$ cat config.mk
export PLATFORM = sky130hd
export DESIGN_NAME = fc_argmax
export DESIGN_NICKNAME = d
export VERILOG_FILES = /design/src/rtl/fc_argmax_pkg.sv /design/src/rtl/fc_score_bank.sv /design/src/rtl/fc_argmax.sv
export SDC_FILE = /design/constraint.sdc
export NUM_CORES = 1
export LEC_CHECK = 0
export BUFFER_PORTS_ARGS = -buffer_cell sky130_fd_sc_hd__buf_4
export CAP_MARGIN = 25
export CORE_ASPECT_RATIO = 1.1
export CORE_MARGIN = 1
export CORE_UTILIZATION = 46
export DETAILED_ROUTE_END_ITERATION = 6
export GPL_TIMING_DRIVEN = 0
export PLACE_DENSITY_LB_ADDON = 0.1
export SYNTH_ARGS = -nofsm -noshare
export SYNTH_HDL_FRONTEND = slang
export SYNTH_SLANG_ARGS = --single-unit
$ cat constraint.sdc
create_clock -name clk -period 3.65 [get_ports clk]
set_clock_uncertainty 0.15 [all_clocks]
set_input_delay 0.365 -clock clk [delete_from_list [all_inputs] [get_ports clk]]
set_output_delay 0.365 -clock clk [all_outputs]
set_load 0.02 [all_outputs]
$ cat src/rtl/fc_argmax_pkg.sv
// Shared CNN constants and FSM state type.
// Constants are common to the fully connected layer and its argmax back-end.
package fc_argmax_pkg;

  localparam int CLASS_NUM       = 10;
  localparam int FC_DATA_WIDTH   = 12;
  localparam int CLASS_IDX_WIDTH = 4;

  typedef enum logic {
    IDLE  = 1'b0,
    ACCUM = 1'b1
  } state_t;

endpackage

$ cat src/rtl/fc_score_bank.sv
// Double-buffered score bank: one bank fills while the other is read back.
// Read port is registered and returns 0 for out-of-range indices.
module fc_score_bank #(
  parameter int OUTPUT_NUM = 10,
  parameter int DATA_WIDTH = 12,
  parameter int IDX_WIDTH  = 4
) (
  input  logic                  clk,
  input  logic                  rst_n,
  input  logic                  wr_en,
  input  logic [IDX_WIDTH-1:0]  wr_idx,
  input  logic [DATA_WIDTH-1:0] wr_data,
  input  logic                  swap,
  input  logic [IDX_WIDTH-1:0]  rd_idx,
  output logic [DATA_WIDTH-1:0] rd_data
);

  localparam logic [IDX_WIDTH:0] NUM = (IDX_WIDTH+1)'(OUTPUT_NUM);

  logic [DATA_WIDTH-1:0] mem [2][OUTPUT_NUM];
  logic                  sel;
  logic                  wr_ok;
  logic                  rd_ok;

  assign wr_ok = ({1'b0, wr_idx} < NUM);
  assign rd_ok = ({1'b0, rd_idx} < NUM);

  // Working-bank write, bank swap and registered completed-bank read.
  always_ff @(posedge clk) begin
    if (!rst_n) begin
      sel     <= 1'b0;
      rd_data <= '0;
      for (int b = 0; b < 2; b++) begin
        for (int k = 0; k < OUTPUT_NUM; k++) begin
          mem[b][k] <= '0;
        end
      end
    end else begin
      if (wr_en && wr_ok) begin
        mem[sel][wr_idx] <= wr_data;
      end
      if (swap) begin
        sel <= ~sel;
      end
      if (rd_ok) begin
        rd_data <= mem[~sel][rd_idx];
      end else begin
        rd_data <= '0;
      end
    end
  end

endmodule

$ cat src/rtl/fc_argmax.sv
// Argmax over the serial class-score stream of the fully connected layer.
// Emits the winning index and score once per completed frame.
module fc_argmax
  import fc_argmax_pkg::*;
#(
  parameter int OUTPUT_NUM = CLASS_NUM,
  parameter int DATA_WIDTH = FC_DATA_WIDTH,
  parameter int IDX_WIDTH  = CLASS_IDX_WIDTH
) (
  input  logic                  clk,
  input  logic                  rst_n,
  input  logic                  valid_in,
  input  logic [DATA_WIDTH-1:0] data_in,
  input  logic [IDX_WIDTH-1:0]  score_rd_idx,
  output logic [IDX_WIDTH-1:0]  decision,
  output logic [DATA_WIDTH-1:0] max_score,
  output logic                  valid_out,
  output logic [7:0]            frame_cnt,
  output logic [DATA_WIDTH-1:0] score_rd_data
);

  localparam logic [IDX_WIDTH-1:0] LAST = IDX_WIDTH'(OUTPUT_NUM - 1);

  state_t                state_q;
  state_t                state_d;
  logic [IDX_WIDTH-1:0]  cnt;
  logic [DATA_WIDTH-1:0] run_max;
  logic [IDX_WIDTH-1:0]  run_idx;
  logic                  first;
  logic                  last;
  logic                  take;
  logic [DATA_WIDTH-1:0] cand_max;
  logic [IDX_WIDTH-1:0]  cand_idx;

  assign first = (cnt == '0);
  assign last  = valid_in && (cnt == LAST);

  // Sample 0 seeds the running max; later samples win only if strictly greater.
  always_comb begin
    take     = 1'b0;
    cand_max = run_max;
    cand_idx = run_idx;
    if (first || ($signed(data_in) > $signed(run_max))) begin
      take = 1'b1;
    end
    if (take) begin
      cand_max = data_in;
      cand_idx = cnt;
    end
  end

  // Next state: leave IDLE on any sample, return after the last one.
  always_comb begin
    state_d = state_q;
    unique case (state_q)
      IDLE: begin
        if (valid_in && !last) begin
          state_d = ACCUM;
        end
      end
      ACCUM: begin
        if (last) begin
          state_d = IDLE;
        end
      end
      default: state_d = IDLE;
    endcase
  end

  // State register.
  always_ff @(posedge clk) begin
    if (!rst_n) begin
      state_q <= IDLE;
    end else begin
      state_q <= state_d;
    end
  end

  // Sample counter and running max; the counter holds across gaps.
  always_ff @(posedge clk) begin
    if (!rst_n) begin
      cnt     <= '0;
      run_max <= '0;
      run_idx <= '0;
    end else if (valid_in) begin
      run_max <= cand_max;
      run_idx <= cand_idx;
      if (last) begin
        cnt <= '0;
      end else begin
        cnt <= cnt + IDX_WIDTH'(1);
      end
    end
  end

  // Frame result registers and completion pulse.
  always_ff @(posedge clk) begin
    if (!rst_n) begin
      decision  <= '0;
      max_score <= '0;
      valid_out <= 1'b0;
      frame_cnt <= '0;
    end else begin
      valid_out <= last;
      if (last) begin
        decision  <= cand_idx;
        max_score <= cand_max;
        frame_cnt <= frame_cnt + 8'd1;
      end
    end
  end

  fc_score_bank #(
    .OUTPUT_NUM (OUTPUT_NUM),
    .DATA_WIDTH (DATA_WIDTH),
    .IDX_WIDTH  (IDX_WIDTH)
  ) u_bank (
    .clk     (clk),
    .rst_n   (rst_n),
    .wr_en   (valid_in),
    .wr_idx  (cnt),
    .wr_data (data_in),
    .swap    (last),
    .rd_idx  (score_rd_idx),
    .rd_data (score_rd_data)
  );

endmodule

* Word-level counts from Yosys, hierarchy flattened
Memory sizes are Yosys's and may differ from the RTL's.
Index checks and enable logic that the tools add are counted.
** Cells by class
- Reduce and logical (&&, ||, !) cells :: 7
- Muxes and demuxes :: 16
- $add $sub $neg :: 2
- Equal/unequal tests :: 1
- Bitwise gates (word level) :: 3
- $lt $le $gt $ge :: 6
** Operators with widths (number)
- $mux 120 :: 3
- $reduce_or 120->1 :: 1
- $bmux 12 s4 :: 1
- $demux 12 s4 :: 1
- $mux 12 :: 4
- $gt 12x12->1 :: 1
- $ge 5x5->1 const B :: 2
- $not 4->5 :: 2
- $add 8x1->8 const B :: 1
- $lt 4x4->1 const B :: 2
- $mux 4 :: 2
- $lt 5x1->1 const B :: 1
- $mux 1 :: 5
- $add 4x1->4 const B :: 1
- $eq 4x4->1 const B :: 1
- $logic_not 4->1 :: 1
- $logic_and 1x1->1 :: 3
- $reduce_and 2->1 :: 1
- $logic_or 1x1->1 :: 1
- $not 1->1 :: 1
** Storage, ports and cells
- Register bits :: 58
- Memories kept :: 1
- Input bits :: 19
- RAM bits :: 240
- Word-level logic and storage cells :: 45
- Output and inout bits :: 37
** Memory list
- u_bank.mem :: words 2, bits a word 120, rd ports 1, clocked after memory_dff 0, wr ports 2, RTL line fc_score_bank.sv:20 : logic [DATA_WIDTH-1:0] mem [2][OUTPUT_NUM];

* Depth between registers and ports, before layout
Gate-level depths: netlist (run 1).
- Word-level depth :: 8
- Depth in mapped cells :: 10
- Mapped depth without buffers :: 8

* Modules after synthesis
From an unflattened synthesis (run 1), not the netlist that was laid out.
** Second synthesis, totals
- Cells, all modules :: 937
- Area, all modules :: 13090.1 um^2
** Modules (own cells, without submodules)
- fc_score_bank :: area each 10787.8 um^2, cells each 683, times used 1, sequential area each 7467.2 um^2
- fc_argmax :: area each 2302.2 um^2, cells each 254, times used 1, sequential area each 900.9 um^2

* Worst setup path before layout (run 1)
No wires, ideal clock.
- Kind :: register to register
- Start :: register cnt[0]
- End :: memory u_bank.mem[1][24] (netlist name), enable pin
- Cell stages (with the launch flop) :: 8
- Arrival :: 2.507 ns
- Required time :: 3.102 ns
- Buffers on the path :: 0
- Library setup time :: 0.398 ns
- Period minus slack after synthesis :: 3.055 ns
- Setup slack :: 0.595 ns
- Path through :: dfxtp_1 > inv_1 > ha_1 > inv_1 > a211oi_1 > o32ai_2 > or3b_1 > o21ai_0
** RTL lines
- from (decl) :: RTL line fc_argmax.sv:26 : logic [IDX_WIDTH-1:0] cnt;
- from (signal assigned) :: RTL line fc_argmax.sv:91 : cnt <= cnt + IDX_WIDTH'(1);
- to (decl) :: RTL line fc_score_bank.sv:20

==> results of run 1 <==
==> cell type report <==
class,count,area [um^2]
clock buffer,33,783
tap,363,454
inverter,20,75.1
fill,2269,12800
timing repair buffer,63,500
clock inverter,23,294
sequential,298,8370
multi-input combinational,477,4200
buffer,80,354
==> sequential cells by signal, indices dropped and copies added (netlist names) <==
name	count
frame_cnt	8
max_score	12
u_bank.mem	240
u_bank.rd_data	12
valid_out	1
decision	4
cnt	4
run_idx	4
run_max	12
u_bank.sel	1
==> routing by layer <==
metal	track usage (%)	vias up
li1	-	3523
met1	31.9	4018
met2	47.0	258
met3	2.72	67
met4	10.1	0
met5	0	-
==> metrics by stage <==
step	area, um^2	hold WS, ns	total power [W]
6_report	15000	0.0286	0.00789
5_1_grt	15000	0.0452	0.00808
4_1_cts	15000	0.0146	0.00790
3_5_place_dp	13900	0.300	0.00458
3_3_place_gp	13800	0.294	0.00456
2_1_floorplan	13000	0.285	0.00430
==> layout by cell type, fill, tap and decap left out, drive strengths merged, types with 14 or more instances in the layout <==
cell type,instances
buf,80
edfxtp,240
and3,96
clkbuf,94
dfxtp,58
mux2i,17
nand2,82
nor2b,15
o21ai,26
inv,19
ha,17
a21boi,14
and2,45
mux4,72
==> repair_timing <==
action / in CTS / in global routing
resized for setup: 0 / 2
hold endpoints to repair: 2 / 0
hold buffers: 2 / 0
setup endpoints to repair: 0 / 12
==> power groups by stage <==
stage	Clock (W)	Sequential, W	Combinational (W)
final	0.00338	0.00388	0.000624
after global routing	0.00352	0.00390	0.000662
after CTS	0.00339	0.00388	0.000628
after detailed placement	0	0.00396	0.000626
after global placement	0	0.00395	0.000608
after floorplan	0	0.00395	0.000349
==> logic make-up after synthesis <==
family / Yosys count / synth area share, %
multiplexers: 89 / 13.8
flip-flops: 298 / 64.5
AND/OR/NAND/NOR: 280 / 11.7
AO/OA/AOI/OAI: 81 / 4.42
adder cells (fa/ha/maj): 17 / 1.64
buffers and inverters: 100 / 3.31
XOR/XNOR: 10 / 0.675
==> worst max path at each step <==
stage / to / slack (ns) / cells past startpoint
2_1_floorplan: u_bank.mem[1][24] / 0.60 / 7
3_3_place_gp: u_bank.mem[1][104] / -0.89 / 7
3_5_place_dp: u_bank.mem[1][44] / 0.17 / 8
4_1_cts: u_bank.mem[1][46] / 0.15 / 8
5_1_grt: u_bank.mem[1][55] / 0.02 / 8
6_report: u_bank.mem[1][55] / 0.11 / 8
==> impl_metrics.tcl, run 1 <==
set metrics [dict create \
    status "finished clean" \
    via_per_inst 5.80 \
    pre_cts_ws_ns 0.167 \
    syn_to_final_growth_pct 15.8 \
    rsz0062_at_grt "no" \
    wl_met3_mm 1.83 \
    fin_ws_ns 0.114 \
    grt_remaining_overflow 0 \
    synthTopCellsByArea "edfxtp_1 56%, mux4_2 12%, dfxtp_1 8.9%, and3_1 4.6%, nand2_1 2.4%" \
    p_clk_share_pct 42.9 \
    met2_length_mm 18.9 \
    ys_seq_area_share_pct 64.5 \
    ys_ff_latch 298 \
    grt_pass1_vias 8080 \
    synth_edf_count 240 \
    slew_headroom_pct 29.9 \
    diodes 0 \
    regToRegSetupSlack_ns 0.11 \
    cp.arrival_ns 3.64 \
    power_density_nw_per_um2 525 \
    h-tree-depth 1 \
    critPathRequiredTime_ns 3.75 \
    crit_path_start_kind "register" \
    r2r_cells 8 \
    final_hold_viol_count 0 \
    drc 0 \
    cpMostUsedCell "inv_1" \
    postCtsSetupBuffers 0 \
    start_util_pct 46.7 \
    min_path_cells 2 \
    clockBufferDepth 3 \
    p_sw_w 0.00180 \
    p_sw_share_pct 22.8 \
    ir_drop_mv 0.372 \
    layout_min_cycle_time_ns 3.54 \
    final_nets 1006 \
    clkSinkCount 298 \
    worst_path_largest_cell_delay_ns 0.55 \
    dp_hpwl_mm 25.5 \
    grtUsageTotal_pct 26.0 \
    leakagePower_nw 5.77 \
    postRouteAntennaNets 0 \
    grt_pass1_wl_mm 53.2 \
    post-route-util_pct 54.1 \
    maxCapViolCount 0 \
    r2r-end "u_bank.mem[1][55]" \
    synthTopCellsByCount "240 x edfxtp_1, 96 x and3_1, 82 x nand2_1, 72 x mux4_2, 61 x clkbuf_1" \
    globalplace.congestion 0.854 \
    worstMarginPinSlew_ns 1.05 \
    hold_end "u_bank.mem[0][71]" \
    wl_per_cell_um 26.6 \
    die_area_um2 28900 \
    cts_made_buffers 30 \
    dp.cells 1299 \
    io_buffers 53 \
    first_pass_iters 5 \
    cp_num_buf_inv 3 \
    die_h_um 178 \
    ys.flop_type "edfxtp_1" \
    critical_path_class "register to register" \
    p_int_w 0.00609 \
    die_w_um 162 \
    cts_root_buf "clkbuf_16" \
    num_vias 7866 \
    synth_top_area_share_pct 55.5 \
    drt-total-wl_mm 36.1 \
    async_reset_ff_share_pct 0 \
    layout-drive-gt1-share_pct 21.1 \
    yosysWarningCount 0 \
    fp.coreArea_um2 27800 \
    antenna_found_initial 1 \
    fin_cells 1357 \
    highest_layer "met4" \
    syn_inst 875 \
    ys_types 47 \
    synth_fp_nets 911 \
    crit_path_end_kind "register" \
    post-route-period-util_pct 96.9 \
    fmax_ghz 0.283 \
    setup_tns_ns 0 \
    clk_latency_ns 0.56 \
    synth_area_per_cell_um2 14.8 \
    wl_met1_mm 14.2 \
    synth_top_cell_by_area "edfxtp_1" \
    seqPwrFrac_pct 49.2 \
    clkTransAtPathRegs_ns 0.07 \
    drt_iter0_markers 592 \
    path_max_fanout 9 \
    cts_tree "done" \
    grt_max_degree 16 \
    ios 56 \
    hold_path_class "input pin to register" \
    path_delay_family "compound AO/OA/AOI/OAI gates" \
    min-delay-start "data_in[11]" \
    rows 64 \
    setup_viol 0 \
    crit_start "cnt[0]" \
    reg2reg_from "cnt[0]" \
    crit_slowest_cell "o21ai_1" \
    synthMostInstantiatedCell "edfxtp_1" \
    syn-cell-area_um2 13000 \
    worstPathCellList "inv_1 > ha_1 > inv_1 > a211oi_1 > o32ai_2 > or3b_1 > o21ai_1 > buf_4" \
    power_frac_comb_pct 7.9 \
    finalMaxSlewViolations 0 \
]
No activity file was read; power rests on OpenSTA's default activity.
==> run 2: changes to the inputs <==
BUFFER_PORTS_ARGS = unset   (was -buffer_cell sky130_fd_sc_hd__buf_4)
DONT_BUFFER_PORTS = 1   (was unset)
==> impl_metrics.tcl, run 2 (synthesis gave the netlist of run 1 again) <==
set metrics [dict create \
    status "finished clean" \
    dp.cells 1246 \
    r2r_cells 8 \
    die_w_um 162 \
    total_power_w 0.00767 \
    crit_start "cnt[0]" \
    cts.hold.buffers_added 14 \
    slew_headroom_pct 29.9 \
    finalMaxSlewViolations 0 \
    diodes 0 \
    layout_min_cycle_time_ns 3.41 \
    min-delay-start "data_in[0]" \
    post_cts_resized 0 \
    clk_latency_ns 0.56 \
    grtUsageTotal_pct 26.7 \
    whs_ns 0.0646 \
    wl_per_cell_um 28.5 \
    clkTransAtPathRegs_ns 0.06 \
    cts_root_buf "clkbuf_16" \
    min_path_cells 3 \
    io_buffers 0 \
    fin_cells 1316 \
    cts_tree "done" \
    clkSinkCount 298 \
    setup_viol 0 \
    critical_path_class "register to register" \
    drt_iter0_markers 748 \
    h-tree-depth 1 \
    maxCapViolCount 0 \
    r2r-end "u_bank.mem[1][32]" \
    num_vias 7996 \
    post-route-period-util_pct 93.3 \
    worstSetupEndpoint "u_bank.mem[1][32]" \
    postRouteAntennaNets 0 \
    largest_register "u_bank.mem" \
    dp_hpwl_mm 26.2 \
    setup_tns_ns 0 \
    die_h_um 178 \
    final_cell_mix "240 x edfxtp_1, 96 x and3_1, 82 x nand2_1" \
    final_hold_viol_count 0 \
    first_pass_iters 4 \
    critPathRequiredTime_ns 3.76 \
    rsz0062_at_grt "no" \
    layout-drive-gt1-share_pct 15.8 \
    path_max_fanout 8 \
    fillCellCount 2304 \
    via_per_inst 6.08 \
    cp.arrival_ns 3.52 \
    grt_max_degree 15 \
    drt-total-wl_mm 37.5 \
    drc 0 \
    grt_pass1_wl_mm 55.0 \
    rows 64 \
    antenna_found_initial 0 \
    postCtsSetupBuffers 0 \
    crit_path_start_kind "register" \
    crit_path_end_kind "register" \
    grt_pass1_vias 8385 \
    final_nets 965 \
    hold_path_class "input pin to register" \
    globalplace.congestion 0.884 \
    fp.coreArea_um2 27800 \
    grt_remaining_overflow 0 \
    largest_reg_flops 240 \
    reg2reg_from "cnt[0]" \
    fmax_ghz 0.294 \
    layout_commonest_cell "edfxtp_1" \
    leakagePower_nw 5.52 \
    power_density_nw_per_um2 523 \
    syn_to_final_growth_pct 13.0 \
    clockBufferDepth 3 \
    cts_made_buffers 30 \
    regToRegSetupSlack_ns 0.24 \
    start_util_pct 46.7 \
    ios 56 \
    die_area_um2 28900 \
    worstMarginPinSlew_ns 1.05 \
    ir_drop_mv 0.362 \
]
-- run 2: routing by layer --
| metal | share of wire, % | up-vias | GRT usage, % |
|---|---|---|---|
| li1 | - | 3447 | - |
| met1 | 37 | 4075 | 31.6 |
| met2 | 51 | 373 | 46.6 |
| met3 | 6.8 | 101 | 5.00 |
| met4 | 5.2 | 0 | 13.5 |
| met5 | 0 | - | 0 |
-- run 2: critical path, stage by stage, from the launching register on --
cell and delay [ns]:
dfxtp_1 0.37, inv_1 0.14, ha_1 0.42, inv_1 0.17
a211oi_1 0.33, o32ai_2 0.17, or3b_1 0.47, o21ai_1 0.63
buf_6 0.25
-- run 2: area by class of cell --
type                            instances  area [um^2]  area share, %
Timing Repair Buffer                   22          215           1.47
Inverter                               20         75.1          0.512
Clock buffer                           36          825           5.62
Sequential cell                       298         8370           57.0
Clock inverter                         20          193           1.31
Tap cell                              363          454           3.10
Buffer                                 80          354           2.41
Multi-Input combinational cell        477         4190           28.6
-- run 2: through the flow --
step / instance area, um^2 / setup WS, ns / utilization (%)
finish: 14700 / 0.244 / 52.8
floorplan: 13000 / 0.595 / -
detailed placement: 13500 / 0.303 / 48.6
global placement: 13400 / -0.710 / 48.4
global route: 14700 / 0.104 / 52.8
CTS: 14700 / 0.270 / 52.8
-- run 2: power breakdown --
part	switching, W	total (W)	internal [W]
sequential	0.0000588	0.00390	0.00384
combinational	0.000396	0.000596	0.000200
clock	0.00130	0.00318	0.00188
total	0.00175	0.00767	0.00592
-- run 2: worst min-delay path by stage --
stage                                   to  slack [ns]
after floorplan                run_max[10]        0.28
after global routing      u_bank.mem[0][0]        0.08
after global placement          run_max[2]        0.30
after CTS                           cnt[0]        0.05
after detailed placement        run_idx[3]        0.30
final                         max_score[0]        0.06
==> run 3: changes to the inputs <==
SLEW_MARGIN = 5   (was unset)
SYNTH_HIERARCHICAL = 1   (was unset)
==> impl_metrics.tcl, run 3 <==
set metrics [dict create \
    status "finished clean" \
    start_util_pct 47.0 \
    p_int_w 0.00598 \
    die_w_um 163 \
    synth_top_cell_by_area "edfxtp_1" \
    ys.flop_type "edfxtp_1" \
    drt_iter0_markers 655 \
    grt_remaining_overflow 0 \
    syn_inst 937 \
    pre_cts_ws_ns 0.555 \
    cts_tree "done" \
    io_buffers 0 \
    r2r_cells 5 \
    power_frac_comb_pct 8.3 \
    post-route-util_pct 53.4 \
    clkSinkCount 298 \
    layout_min_cycle_time_ns 3.00 \
    seqPwrFrac_pct 50.6 \
    min_path_cells 2 \
    cts_root_buf "clkbuf_16" \
    clkTransAtPathRegs_ns 0.06 \
    via_per_inst 5.79 \
    postRouteAntennaNets 0 \
    fin_ws_ns 0.652 \
    p_sw_w 0.00183 \
    path_max_fanout 13 \
    grtUsageTotal_pct 25.8 \
    layout-drive-gt1-share_pct 14.6 \
    synth_fp_nets 972 \
    post_cts_resized 0 \
    cp.arrival_ns 3.06 \
    fin_cells 1388 \
    antenna_found_initial 4 \
    globalplace.congestion 0.803 \
    hold_path_class "input pin to register" \
    clk_latency_ns 0.58 \
    path_depth 5 \
    largest_register "u_bank/mem" \
    rsz0062_at_grt "no" \
    final_nets 1032 \
    setup_tns_ns 0 \
    cpMostUsedCell "nand2_1" \
    crit_path_end_kind "register" \
    path_delay_family "simple AND/OR/NAND/NOR gates" \
    worstPathCellList "nor2_1 > nor4b_1 > nand2_1 > clkbuf_1 > nand2_1" \
    worstMarginPinSlew_ns 0.956 \
    first_pass_iters 5 \
    post-route-period-util_pct 82.1 \
    whs_ns 0.0336 \
    die_area_um2 29100 \
    setup_viol 0 \
    postCtsSetupBuffers 0 \
    crit_slowest_cell "nor4b_1" \
    synth_top_area_share_pct 55.1 \
    critical_path_class "register to register" \
    worst_path_largest_cell_delay_ns 0.78 \
    synth_edf_count 240 \
    fmax_ghz 0.334 \
    fp.coreArea_um2 27900 \
    yosysWarningCount 6 \
    num_vias 8043 \
    grt_pass1_vias 7976 \
    grt_pass1_wl_mm 53.1 \
    ir_drop_mv 0.382 \
    drt-total-wl_mm 36.4 \
    slew_headroom_pct 35.4 \
    power_density_nw_per_um2 525 \
    regToRegSetupSlack_ns 0.65 \
    drc 0 \
    rows 64 \
    synthTopCellsByArea "edfxtp_1 55%, dfxtp_1 8.9%, mux4_2 6.2%, and2_1 5.1%, mux2i_1 4.8%" \
    synth_area_per_cell_um2 14.0 \
    ios 56 \
    syn-cell-area_um2 13100 \
    ys_ff_latch 298 \
    finalMaxSlewViolations 0 \
    cp_num_buf_inv 1 \
    synthTopCellsByCount "240 x edfxtp_1, 107 x and2_1, 72 x nand2_1, 63 x mux2i_1, 58 x dfxtp_1" \
    ys_types 58 \
    h-tree-depth 1 \
    clockBufferDepth 3 \
    layout_commonest_cell "edfxtp_1" \
    leakagePower_nw 5.50 \
    largest_reg_flops 240 \
    die_h_um 179 \
    dp_hpwl_mm 23.6 \
    synthMostInstantiatedCell "edfxtp_1" \
    wl_per_cell_um 26.2 \
    syn_to_final_growth_pct 13.7 \
    maxCapViolCount 0 \
    async_reset_ff_share_pct 0 \
    cts_made_buffers 31 \
    dp.cells 1313 \
    final_cell_mix "240 x edfxtp_1, 107 x and2_1, 72 x nand2_1" \
    p_sw_share_pct 23.4 \
    critPathRequiredTime_ns 3.71 \
    final_hold_viol_count 0 \
    p_clk_share_pct 41.1 \
    grt_max_degree 17 \
    ys_seq_area_share_pct 63.9 \
    crit_path_start_kind "register" \
]
==> run 3: final cells by class <==
class	count	area [um^2]
diodes	3	7.51
inverters	28	105
clock inverters	20	165
flip-flops and latches	298	8370
well taps	363	454
fillers	2358	13000
plain buffers	64	380
clock buffers	38	887
repair buffers	27	279
multi-input cells	547	4240
==> run 3: cells by family (layout without fill, tap and decap cells) <==
kind of cell / Yosys count / in the layout / share of synthesized area (%)
flops: 298 / 298 / 63.9
simple gates: 286 / 286 / 11.6
compound gates: 132 / 132 / 7.21
mux: 103 / 103 / 11.4
buf+inv: 92 / 177 / 3.71
fa+ha+maj: 16 / 16 / 1.53
xor+xnor: 10 / 10 / 0.669
other cells: 0 / 3 / 0
==> run 3: per-stage QoR <==
step           power [W]  instance area (um^2)
2_1_floorplan    0.00440                 13100
3_5_place_dp     0.00462                 13700
3_3_place_gp     0.00459                 13500
5_1_grt          0.00807                 14900
6_report         0.00782                 14900
4_1_cts          0.00787                 14900
==> run 3: timing repair <==
item	CTS	global route
endpoints found under the setup margin	0	0
hold buffers	14	0
hold endpoints to repair	162	0
==> run 3: per-layer routing <==
layer	part of all wire, %	track usage, %	vias up
met5	0.082	0	-
met4	3.9	10.1	4
met3	7.7	6.20	78
met2	47	41.3	289
met1	41	33.8	4021
li1	-	-	3651
==> run 3: path summary, 6_finish.rpt <==
| check | to | from |
|---|---|---|
| worst min-delay path | cnt[0] | rst_n |
| worst min register to register | run_max[1] | run_max[1] |
| worst max-delay path | u_bank/mem[1][118] | cnt[0] |
| worst max register to register | u_bank/mem[1][118] | cnt[0] |
==> run 3: power groups by stage <==
stage	logic [W]	registers (W)	clock network, W
floorplan	0.000390	0.00401	0
global placement	0.000562	0.00402	0
detailed placement	0.000589	0.00403	0
CTS	0.000644	0.00395	0.00327
global route	0.000691	0.00397	0.00341
finish	0.000645	0.00395	0.00322
